--- src/rtl/z80_bus_bridge.sv ---
// Z80 strobe bus to level-request fabric bridge; mem_req rises 1 clk after access start.
// Backpressure: wait_n held low until mem_ack or WAIT_LIMIT timeout abandons the access.
// Option: define Z80_BUS_BRIDGE_M1WAIT_EN to add one wait clk after an acked M1 read.
module z80_bus_bridge #(
  parameter int         WAIT_LIMIT = 255,
  parameter logic [7:0] IDLE_DATA  = 8'hFF
) (
  input  logic        clk_i,
  input  logic        reset_i,
  input  logic        mreq_n_i,
  input  logic        iorq_n_i,
  input  logic        rd_n_i,
  input  logic        wr_n_i,
  input  logic        m1_n_i,
  input  logic [15:0] a_i,
  input  logic [7:0]  cpu_dout_i,
  input  logic [7:0]  int_vec_i,
  output logic [7:0]  cpu_di_o,
  output logic        wait_n_o,
  output logic        mem_req_o,
  output logic        mem_we_o,
  output logic        mem_io_o,
  output logic [15:0] mem_addr_o,
  output logic [7:0]  mem_wdata_o,
  input  logic [7:0]  mem_rdata_i,
  input  logic        mem_ack_i,
  output logic        timeout_o
);

  localparam logic [1:0] ST_IDLE = 2'd0;
  localparam logic [1:0] ST_BUSY = 2'd1;
  localparam logic [1:0] ST_M1X  = 2'd2;
  localparam logic [1:0] ST_DONE = 2'd3;

  localparam logic [7:0] TERM_CNT = 8'(WAIT_LIMIT - 1);

  logic [1:0]  state_q, state_d;
  logic [7:0]  cnt_q, cnt_d;
  logic        strobe_q, inta_q;
  logic        mem_req_q, mem_req_d;
  logic        mem_we_q, mem_we_d;
  logic        mem_io_q, mem_io_d;
  logic [15:0] mem_addr_q, mem_addr_d;
  logic [7:0]  mem_wdata_q, mem_wdata_d;
  logic [7:0]  cpu_di_q, cpu_di_d;

  logic        strobe, inta, start, inta_start;
  logic        term_hit, m1_stall;
  logic [1:0]  after_access;

  // Refresh (mreq low, no rd/wr) never qualifies as a strobe.
  assign strobe     = (~mreq_n_i | ~iorq_n_i) & (~rd_n_i | ~wr_n_i);
  assign inta       = ~iorq_n_i & ~m1_n_i;
  assign start      = strobe & ~strobe_q;
  assign inta_start = inta & ~inta_q;

  assign term_hit   = (state_q == ST_BUSY) && (cnt_q == TERM_CNT);

`ifdef Z80_BUS_BRIDGE_M1WAIT_EN
  assign m1_stall = ~mem_we_q & ~m1_n_i;
`else
  assign m1_stall = 1'b0;
`endif

  // A CPU that already dropped its strobe has nothing left to hold in DONE.
  assign after_access = (strobe | inta) ? ST_DONE : ST_IDLE;

  always_comb begin
    state_d     = state_q;
    cnt_d       = cnt_q;
    mem_req_d   = mem_req_q;
    mem_we_d    = mem_we_q;
    mem_io_d    = mem_io_q;
    mem_addr_d  = mem_addr_q;
    mem_wdata_d = mem_wdata_q;
    cpu_di_d    = cpu_di_q;
    case (state_q)
      ST_IDLE: begin
        if (inta_start) begin
          cpu_di_d = int_vec_i;
          state_d  = ST_DONE;
        end else if (start) begin
          mem_addr_d  = a_i;
          mem_we_d    = ~wr_n_i;
          mem_io_d    = ~iorq_n_i;
          mem_wdata_d = cpu_dout_i;
          mem_req_d   = 1'b1;
          cnt_d       = 8'd0;
          state_d     = ST_BUSY;
        end
      end
      ST_BUSY: begin
        // Ack takes priority over the terminal count in the same clk.
        if (mem_ack_i) begin
          mem_req_d = 1'b0;
          if (!mem_we_q) cpu_di_d = mem_rdata_i;
          state_d = m1_stall ? ST_M1X : after_access;
        end else if (term_hit) begin
          mem_req_d = 1'b0;
          if (!mem_we_q) cpu_di_d = IDLE_DATA;
          state_d = after_access;
        end else begin
          cnt_d = cnt_q + 8'd1;
        end
      end
      ST_M1X: begin
        state_d = after_access;
      end
      ST_DONE: begin
        if (!strobe && !inta) state_d = ST_IDLE;
      end
      default: begin
        state_d = ST_IDLE;
      end
    endcase
  end

  always_ff @(posedge clk_i) begin
    if (reset_i) begin
      state_q     <= ST_IDLE;
      cnt_q       <= 8'd0;
      strobe_q    <= 1'b0;
      inta_q      <= 1'b0;
      mem_req_q   <= 1'b0;
      mem_we_q    <= 1'b0;
      mem_io_q    <= 1'b0;
      mem_addr_q  <= 16'h0000;
      mem_wdata_q <= 8'h00;
      cpu_di_q    <= 8'h00;
    end else begin
      state_q     <= state_d;
      cnt_q       <= cnt_d;
      strobe_q    <= strobe;
      inta_q      <= inta;
      mem_req_q   <= mem_req_d;
      mem_we_q    <= mem_we_d;
      mem_io_q    <= mem_io_d;
      mem_addr_q  <= mem_addr_d;
      mem_wdata_q <= mem_wdata_d;
      cpu_di_q    <= cpu_di_d;
    end
  end

  // Wait is asserted in the start clk itself so the CPU never samples it late.
  always_comb begin
    wait_n_o = 1'b1;
    case (state_q)
      ST_IDLE:         wait_n_o = ~(start | inta_start);
      ST_BUSY, ST_M1X: wait_n_o = 1'b0;
      default:         wait_n_o = 1'b1;
    endcase
  end

  assign timeout_o   = term_hit & ~mem_ack_i;
  assign cpu_di_o    = cpu_di_q;
  assign mem_req_o   = mem_req_q;
  assign mem_we_o    = mem_we_q;
  assign mem_io_o    = mem_io_q;
  assign mem_addr_o  = mem_addr_q;
  assign mem_wdata_o = mem_wdata_q;

endmodule

--- config.mk ---
export PLATFORM = sky130hd
export DESIGN_NAME = z80_bus_bridge
export DESIGN_NICKNAME = d
export VERILOG_FILES = /design/src/rtl/z80_bus_bridge.sv
export SDC_FILE = /design/constraint.sdc
export NUM_CORES = 1
export LEC_CHECK = 0
export CAP_MARGIN = 15
export CORE_UTILIZATION = 43
export CTS_BUF_LIST = sky130_fd_sc_hd__clkbuf_16
export DETAILED_ROUTE_END_ITERATION = 12
export PLACE_DENSITY_LB_ADDON = 0.3
export SLEW_MARGIN = 10
export SYNTH_ARGS = -nofsm -noshare
export SYNTH_HDL_FRONTEND = slang
export SYNTH_SLANG_ARGS = --single-unit
--- constraint.sdc ---
create_clock -name clk_i -period 2.25 [get_ports clk_i]
set_clock_uncertainty 0.15 [all_clocks]
set_input_delay 0.45 -clock clk_i [delete_from_list [all_inputs] [get_ports clk_i]]
set_output_delay 0.45 -clock clk_i [all_outputs]
set_load 0.01 [all_outputs]
# Word level (Yosys, flattened, before mapping)
# Cells that the tools add are included.
word_totals:
  reg_bits: 47
  latchBits: 0
  mem_bits_rw: 0
  mem_bits_ro: 0
  output_inout_bits: 37
  n_memories: 0
classes:
  add_sub_neg: 1
  n_mul: 0
  div_mod_pow: 0
  magnitude_cmp: 0
  eq_ne: 13
  shift: 0
  n_mux: 24
  bitwise_logic: 19
  reduce_logical: 12
ops:
  columns: ["op", "n"]
  rows:
  - ["$mux 8", 9]
  - ["$pmux 8 s2", 2]
  - ["$ne 2x2->1 const B", 7]
  - ["$mux 2", 6]
  - ["$not 1->1", 10]
  - ["$add 8x1->8 const B", 1]
  - ["$eq 8x8->1 const B", 1]
  - ["$pmux 2 s4", 1]
  - ["$reduce_and 4->1", 2]
  - ["$ne 3x3->1 const B", 2]
  - ["$reduce_and 3->1", 2]
  - ["$and 1x1->1", 5]
  - ["$reduce_and 5->1", 1]
  - ["$eq 2x2->1 const B", 2]
  - ["$mux 1", 4]
  - ["$or 1x1->1", 4]
  - ["$pmux 1 s2", 2]
  - ["$eq 2x1->1 const B", 1]
  - ["$logic_and 1x1->1", 2]
  - ["$logic_not 1->1", 2]
  - ["$logic_not 2->1", 1]
  - ["$reduce_bool 2->1", 1]
  - ["$reduce_or 2->1", 1]

# Depth between registers and ports, before layout
# Gate-level depths: netlist of run 1.
logic_depth:
  ltp_word: 8
  ltp_mapped: 9

# Least setup slack after synthesis of run 1
# Ideal clock, no wire load.
synth_timing:
  kind: "reg2reg"
  from: "register state_q[1]"
  to: "register cnt_q[4]"
  setup_time_ns: 0.073
  arrival_time_ns: 1.695
  slack_ns: 0.332
  path_stages_with_launch: 8
  path_buffers: 1
  synth_period_minus_slack_ns: 1.918
  path_cell_list: "dfxtp_1 inv_1 ha_1 buf_2 nand2_1 o21ai_1 or4_1 a21oi_1"
synth_between:
  elab_chain_cells: 4
  word_cells_on_any_way: 10
  classes_between: "eq/ne: 5; mux: 1; reduce/logical: 4"
synth_rtl:
  columns: ["item", "line", "text"]
  rows:
  - ["from (decl)", "37", "logic [1:0] state_q, state_d;"]
  - ["from (signal assigned)", "131", "state_q <= state_d;"]
  - ["$eq 2x1->1", "57, 77", null]
  - ["$logic_and 1x1->1", "57", "assign term_hit = (state_q == ST_BUSY) && (cnt_q == TERM_CNT);"]
  - ["$ne 2x2->1 (no line)", null, null]
  - ["$reduce_and 5->1 (no line)", null, null]
  - ["to (signal assigned)", "132", "cnt_q <= cnt_d;"]
  - ["to (decl)", "38", "logic [7:0] cnt_q, cnt_d;"]
# Parallel ways exist; a longest one is shown, timed or not.
# A chain may end at the register's enable or synchronous reset.

# Worst setup path after layout of run 1
layout_timing:
  from: "input m1_n_i"
  to: "output wait_n_o"
layout_between:
  elab_chain_cells: 6
layout_rtl:
  columns: ["item", "line", "text"]
  rows:
  - ["from (decl)", "14", "input logic m1_n_i,"]
  - ["$not 1->1", "53", "assign inta = ~iorq_n_i & ~m1_n_i;"]
  - ["$and 1x1->1", "53", null]
  - ["$and 1x1->1", "55", "assign inta_start = inta & ~inta_q;"]
  - ["$or 1x1->1", "148", "ST_IDLE: wait_n_o = ~(start | inta_start);"]
  - ["$not 1->1", "148", null]
  - ["$pmux 1 s2", "147", "case (state_q)"]
  - ["to (decl)", "19", "output logic wait_n_o,"]
# Every way passes these cells.

==> results of run 1 <==
[worst paths after layout]
kind                                     from                     endpoint  slack [ns]  cells after the start
setup / recovery                       m1_n_i                     wait_n_o         0.1                      4
hold reg to reg   mem_wdata_o[2]$_SDFFE_PP0P_  mem_wdata_o[2]$_SDFFE_PP0P_        0.30                      2
setup reg to reg      state_q[0]$_SDFFE_PP0P_        cnt_q[4]$_SDFFE_PP0P_        0.14                      7
hold / removal    mem_wdata_o[2]$_SDFFE_PP0P_  mem_wdata_o[2]$_SDFFE_PP0P_        0.30                      2
[stage by stage]
step	area, um^2	utilization	hold slack, ns	setup slack (ns)	TNS, ns
after floorplan	2150	-	0.318	0.332	0
final	3360	0.707	0.302	0.0977	0
after detailed placement	3210	0.676	0.295	-0.294	-8.52
after global routing	3360	0.707	0.327	0.0169	0
after CTS	3350	0.704	0.304	0.00389	0
after global placement	3210	0.676	0.291	-0.274	-7.11
[cells by family after synthesis]
| family | Yosys count | share of synthesized area |
|---|---|---|
| adders and majority gates | 5 | 0.0291 |
| and+or+nand+nor | 91 | 0.201 |
| DFF | 47 | 0.438 |
| AOI/OAI and AO/OA | 92 | 0.280 |
| muxes | 1 | 0.00524 |
| buffers and inverters | 22 | 0.0466 |
[per-layer routing]
metal,wire [um],part of all wire
met1,2530,0.43
met2,2790,0.48
met3,414,0.071
met4,89,0.015
met5,0,0
[worst max-delay path, stage by stage]
cell and delay, ns:
clkdlybuf4s50_1 0.46, o31ai_4 0.25, o22ai_1 0.10, dlygate4sd2_1 0.30
[state kept, by name, summed over array words and instances (netlist names)]
register     count
inta_q           1
mem_io_o         1
mem_addr_o      16
cpu_di_o         8
mem_we_o         1
mem_wdata_o      8
state_q          2
mem_req_o        1
cnt_q            8
strobe_q         1
[area by class of cell]
cell class | instances | area, um^2 | area share
inverter | 5 | 18.8 | 0.00559
timing repair buffer | 108 | 1060 | 0.315
clock inverter | 2 | 13.8 | 0.00410
sequential | 47 | 941 | 0.280
tap | 67 | 83.8 | 0.0250
multi-input combinational | 189 | 1120 | 0.333
clock buffer | 5 | 125 | 0.0372
[timing repair]
item                       CTS  global route
pin swaps                    0             1
setup endpoints to repair    2             6
resized for setup            4             5
cloned                       0             0
[synthesized netlist by cell type (2+ instances only)]
library cell	instances	area, um^2
nor3_1	3	15.0
nand3b_1	2	15.0
dfxtp_1	47	941
a221oi_1	2	17.5
buf_2	7	35.0
inv_1	5	18.8
nand4_1	3	18.8
nor2_1	6	22.5
o22ai_1	9	56.3
o21ai_0	16	80.1
o31ai_1	4	30.0
or4_1	2	15.0
a211oi_1	3	22.5
or3_2	6	45.0
clkbuf_1	8	30.0
or4b_1	2	20.0
nand2_1	54	203
nand3_1	4	20.0
o41ai_1	2	17.5
or3_1	4	25.0
a21oi_1	43	215
nand2b_1	2	12.5
ha_1	5	62.6
[power breakdown]
group	switching (uW)	internal, uW
clock network	307	405
logic	737	741
registers	75.9	986
total	1120	2130
==> results.sh, run 1 <==
export IMPL_coreArea_um2=4750
export IMPL_std_cell_rows=25
export IMPL_max_freq_ghz=0.465
export IMPL_min_path_type="flop to flop"
export IMPL_start_util=0.452
export IMPL_drt_pass1_iter_count=4
export IMPL_drt_wl_total_um=5830
export IMPL_die_y_um=72.7
export IMPL_area_growth_pct=56.3
export IMPL_synth_seq_cells=47
export IMPL_worstPathMaxFanout=2
export IMPL_ctsRootBufferMaster="clkbuf_16"
export IMPL_synthCells=258
export IMPL_vias=2224
export IMPL_clkTransAtPathRegs_ns=0.06
export IMPL_ys_types=42
export IMPL_final_cells=423
export IMPL_cts_sinks=47
export IMPL_power_density_nw_per_um2=968
export IMPL_async_flop_share=0
export IMPL_final_cell_mix="78 x clkdlybuf4s50_1, 54 x nand2_1, 47 x dfxtp_1"
export IMPL_fillers=391
export IMPL_cts_hold_buf=0
export IMPL_busiest_layer="met2"
export IMPL_gr_usage_all_layers=0.223
export IMPL_max_cap_viol_count=0
export IMPL_finalHoldViolCount=0
export IMPL_routed_via_density=5.26
export IMPL_grt_pass1_wl_um=9200
export IMPL_die_width_um=72.7
export IMPL_cp_arrival_ns=1.55
export IMPL_place_gp_congestion=0.790
export IMPL_insertedDiodeCount=0
export IMPL_synth_nets=311
export IMPL_ant_nets=0
export IMPL_cts_tree="yes"
export IMPL_use_met1=0.273
export IMPL_status="complete, no violations"
export IMPL_h_tree_depth=2
export IMPL_place_inst=416
export IMPL_peakVddDrop_mv=0.568
export IMPL_grt_use_met2=0.375
export IMPL_start_kind="primary input"
export IMPL_synth_edf_count=0
export IMPL_synth_warnings=0
export IMPL_power_uw=3250
export IMPL_grtUsageMet3=0.0594
export IMPL_dieArea_um2=5290
export IMPL_fin_crit_sh=0.957
export IMPL_end_kind="output pin"
export IMPL_drc_errors=0
export IMPL_wl_per_cell_um=13.8
export IMPL_grt_overflow=0
export IMPL_antenna_found_initial=0
export IMPL_syn_area_um2=2150
export IMPL_seq_area_frac_synth=0.438
export IMPL_final_common_cell="clkdlybuf4s50_1"
export IMPL_syn_area_per_cell_um2=8.33
export IMPL_cts_buffers=5
export IMPL_p_leak_uw=0.00123
export IMPL_grt_max_degree=36
export IMPL_crit_required_ns=1.65
export IMPL_slew_headroom=0.693
export IMPL_max_clock_path_buffers=2
export IMPL_insertion_delay_ns=0.28
export IMPL_drive_gt1_frac=0.129
export IMPL_critPathKind="primary input to output pin"
export IMPL_synth_flop_cell="dfxtp_1"
export IMPL_portBuffers=84
export IMPL_tightest_slew_ns=0.458
export IMPL_io_pins=85
export IMPL_setup_viol=0
export IMPL_layout_nets=409
export IMPL_drt_iter0_drc=104
export IMPL_rsz0062_at_grt="false"
export IMPL_hpwl_um=4140
export IMPL_first_global_vias=2042
export IMPL_slew_violations=0
export IMPL_cts_setup_buffers=0
export IMPL_fin_crit_ns=2.15
Note: power is estimated with default switching activity, not from simulation.
==> inputs of run 2 (changes only) <==
--- a/config.mk
+++ b/config.mk
@@ -9,4 +9,5 @@
 export CORE_UTILIZATION = 43
 export CTS_BUF_LIST = sky130_fd_sc_hd__clkbuf_16
+export CTS_CLUSTER_DIAMETER = 100
 export DETAILED_ROUTE_END_ITERATION = 12
 export PLACE_DENSITY_LB_ADDON = 0.3
==> constraint.sdc (replaced) <==
create_clock -name clk_i -period 2.25 [get_ports clk_i]
set_clock_uncertainty 0.15 [all_clocks]
set_input_delay 0.225 -clock clk_i [delete_from_list [all_inputs] [get_ports clk_i]]
set_output_delay 0.225 -clock clk_i [all_outputs]
set_load 0.01 [all_outputs]
==> run 2 against run 1 <==
Net effect:
- combinational power hardly changed
- sequential cell count unchanged
- global-route usage down 0.16 points
- critical path depth increased by 2
==> results.sh, run 2 (synthesis results as in run 1) <==
export IMPL_sw_frac_of_total=0.347
export IMPL_fin_crit_sh=0.913
export IMPL_dp_slack_ns=-0.0703
export IMPL_crit_buf_inv=2
export IMPL_cts_hold_buf=0
export IMPL_comb_power_share=0.446
export IMPL_worstPathMaxFanout=11
export IMPL_area_growth_pct=52.8
export IMPL_slew_headroom=0.615
export IMPL_holdCritStartpoint="mem_wdata_o[2]$_SDFFE_PP0P_"
export IMPL_insertedDiodeCount=0
export IMPL_tightest_slew_ns=0.574
export IMPL_drive_gt1_frac=0.117
export IMPL_coreArea_um2=4750
export IMPL_whs_endpoint="mem_wdata_o[2]$_SDFFE_PP0P_"
export IMPL_grt_pass1_wl_um=9180
export IMPL_drt_iter0_drc=164
export IMPL_routed_via_density=5.30
export IMPL_drt_pass1_iter_count=4
export IMPL_clkTransAtPathRegs_ns=0.07
export IMPL_place_area_um2=3120
export IMPL_vias=2211
export IMPL_rr_worst_depth=6
export IMPL_cp_arrival_ns=2.12
export IMPL_cpPeakStageDelay_ns=0.58
export IMPL_end_kind="flop"
export IMPL_drt_wl_total_um=5790
export IMPL_final_cell_mix="82 x clkdlybuf4s50_1, 54 x nand2_1, 47 x dfxtp_1"
export IMPL_rsz0062_at_grt="false"
export IMPL_start_kind="primary input"
export IMPL_final_common_cell="clkdlybuf4s50_1"
export IMPL_dieArea_um2=5290
export IMPL_r2r_slack_ns=0.30
export IMPL_p_leak_uw=0.00116
export IMPL_place_gp_congestion=0.823
export IMPL_antenna_found_initial=0
export IMPL_crit_required_ns=2.32
export IMPL_min_path_type="flop to flop"
export IMPL_io_pins=85
export IMPL_pwr_share_clk=0.225
export IMPL_crit_slowest_cell="clkdlybuf4s50_1"
export IMPL_insertion_delay_ns=0.28
export IMPL_h_tree_depth=2
export IMPL_max_freq_ghz=0.487
export IMPL_fin_area_um2=3280
export IMPL_p_int_uw=2120
export IMPL_path_cells="clkdlybuf4s50_1 -> a221oi_4 -> buf_4 -> a21boi_2 -> or4_1 -> a21oi_1"
export IMPL_fillers=406
export IMPL_drc_errors=0
export IMPL_fin_crit_ns=2.05
export IMPL_cts_tree="yes"
export IMPL_status="complete, no violations"
export IMPL_ctsRootBufferMaster="clkbuf_16"
export IMPL_peakVddDrop_mv=0.459
export IMPL_p_switching_uw=1130
export IMPL_std_cell_rows=25
export IMPL_grt_max_degree=28
export IMPL_start_util=0.452
export IMPL_max_cap_viol_count=0
export IMPL_largest_reg_flops=16
export IMPL_grt_overflow=0
export IMPL_cts_buffers=5
export IMPL_die_width_um=72.7
export IMPL_power_density_nw_per_um2=989
export IMPL_ant_nets=0
export IMPL_hpwl_um=4210
export IMPL_r2r_end="cnt_q[4]$_SDFFE_PP0P_"
export IMPL_first_global_vias=2004
export IMPL_wl_per_cell_um=13.9
export IMPL_critPathKind="primary input to flop"
export IMPL_layout_nets=402
export IMPL_cts_sinks=47
export IMPL_die_y_um=72.7
export IMPL_r2r_start="state_q[0]$_SDFFE_PP0P_"
export IMPL_gr_usage_all_layers=0.221
export IMPL_max_clock_path_buffers=2
export IMPL_hold_depth=2
export IMPL_p_seq_frac=0.329
export IMPL_path_delay_family="buffers and inverters"
export IMPL_setup_viol=0
export IMPL_fin_ws_ns=0.195
export IMPL_portBuffers=84
export IMPL_slew_violations=0
export IMPL_finalHoldViolCount=0
==> run 2: cell types whose count changed in the layout (fill, tap and decap cells not counted), sizes merged <==
cell / change
buf: -7
clkdlybuf4s50: +4
dlygate4sd2: -3
clkinvlp: +1
dlymetal6s2s: -1
==> run 2: stage by stage <==
stage | TNS (ns) | hold slack (ns) | power [uW] | util | instances
global route | 0 | 0.328 | 3450 | 0.691 | 417
finish | 0 | 0.303 | 3250 | 0.691 | 417
detailed placement | -0.374 | 0.296 | 2490 | 0.655 | 408
global placement | -0.0241 | 0.291 | 2460 | 0.655 | 408
CTS | 0 | 0.305 | 3270 | 0.689 | 416
floorplan | 0 | 0.152 | 1870 | - | 258
==> run 2: how the worst max path moves through the flow <==
stage,from,to,slack (ns),cells past startpoint
after global routing,iorq_n_i,cnt_q[4]$_SDFFE_PP0P_,0.03,6
after floorplan,state_q[1]$_SDFFE_PP0P_,cnt_q[4]$_SDFFE_PP0P_,0.33,7
final,iorq_n_i,cnt_q[4]$_SDFFE_PP0P_,0.20,6
after global placement,iorq_n_i,cnt_q[4]$_SDFFE_PP0P_,-0.01,5
after detailed placement,iorq_n_i,cpu_di_o[0]$_SDFFE_PP0P_,-0.07,5
after CTS,iorq_n_i,wait_n_o,0.007,4
==> run 2: layout make-up <==
| type | instances | area [um^2] | area share |
|---|---|---|---|
| timing repair buffer | 101 | 970 | 0.295 |
| tap | 67 | 83.8 | 0.0255 |
| clock inverter | 3 | 20.0 | 0.00610 |
| multi-input combinational | 189 | 1130 | 0.343 |
| clock buffer | 5 | 125 | 0.0381 |
| sequential | 47 | 941 | 0.286 |
| inverter | 5 | 18.8 | 0.00571 |
==> run 2: per-layer routing <==
metal | up-vias | GRT usage | wire length [um]
met5 | - | 0 | 0
met4 | 0 | 0.0654 | 64
met3 | 6 | 0.0635 | 402
met2 | 74 | 0.360 | 2740
met1 | 1022 | 0.284 | 2580
li1 | 1109 | - | -
==> run 2: timing repair <==
item | in CTS | in global routing
setup buffers | 0 | 1
pin swaps | 0 | 2
gates resized for setup | 4 | 1
setup endpoints to repair | 2 | 1
==> run 2: worst min-delay path: stages, from the launching register on <==
cell	delay, ns
dfxtp_1	0.31
nand2_1	0.05
a21oi_1	0.05
==> run 2: power groups by stage <==
| stage | Combinational [uW] | Clock [uW] | Sequential (uW) |
|---|---|---|---|
| 2_1_floorplan | 735 | 0 | 1140 |
| 3_3_place_gp | 1380 | 0 | 1080 |
| 3_5_place_dp | 1410 | 0 | 1090 |
| 4_1_cts | 1460 | 747 | 1070 |
| 5_1_grt | 1590 | 779 | 1080 |
| 6_report | 1450 | 732 | 1070 |
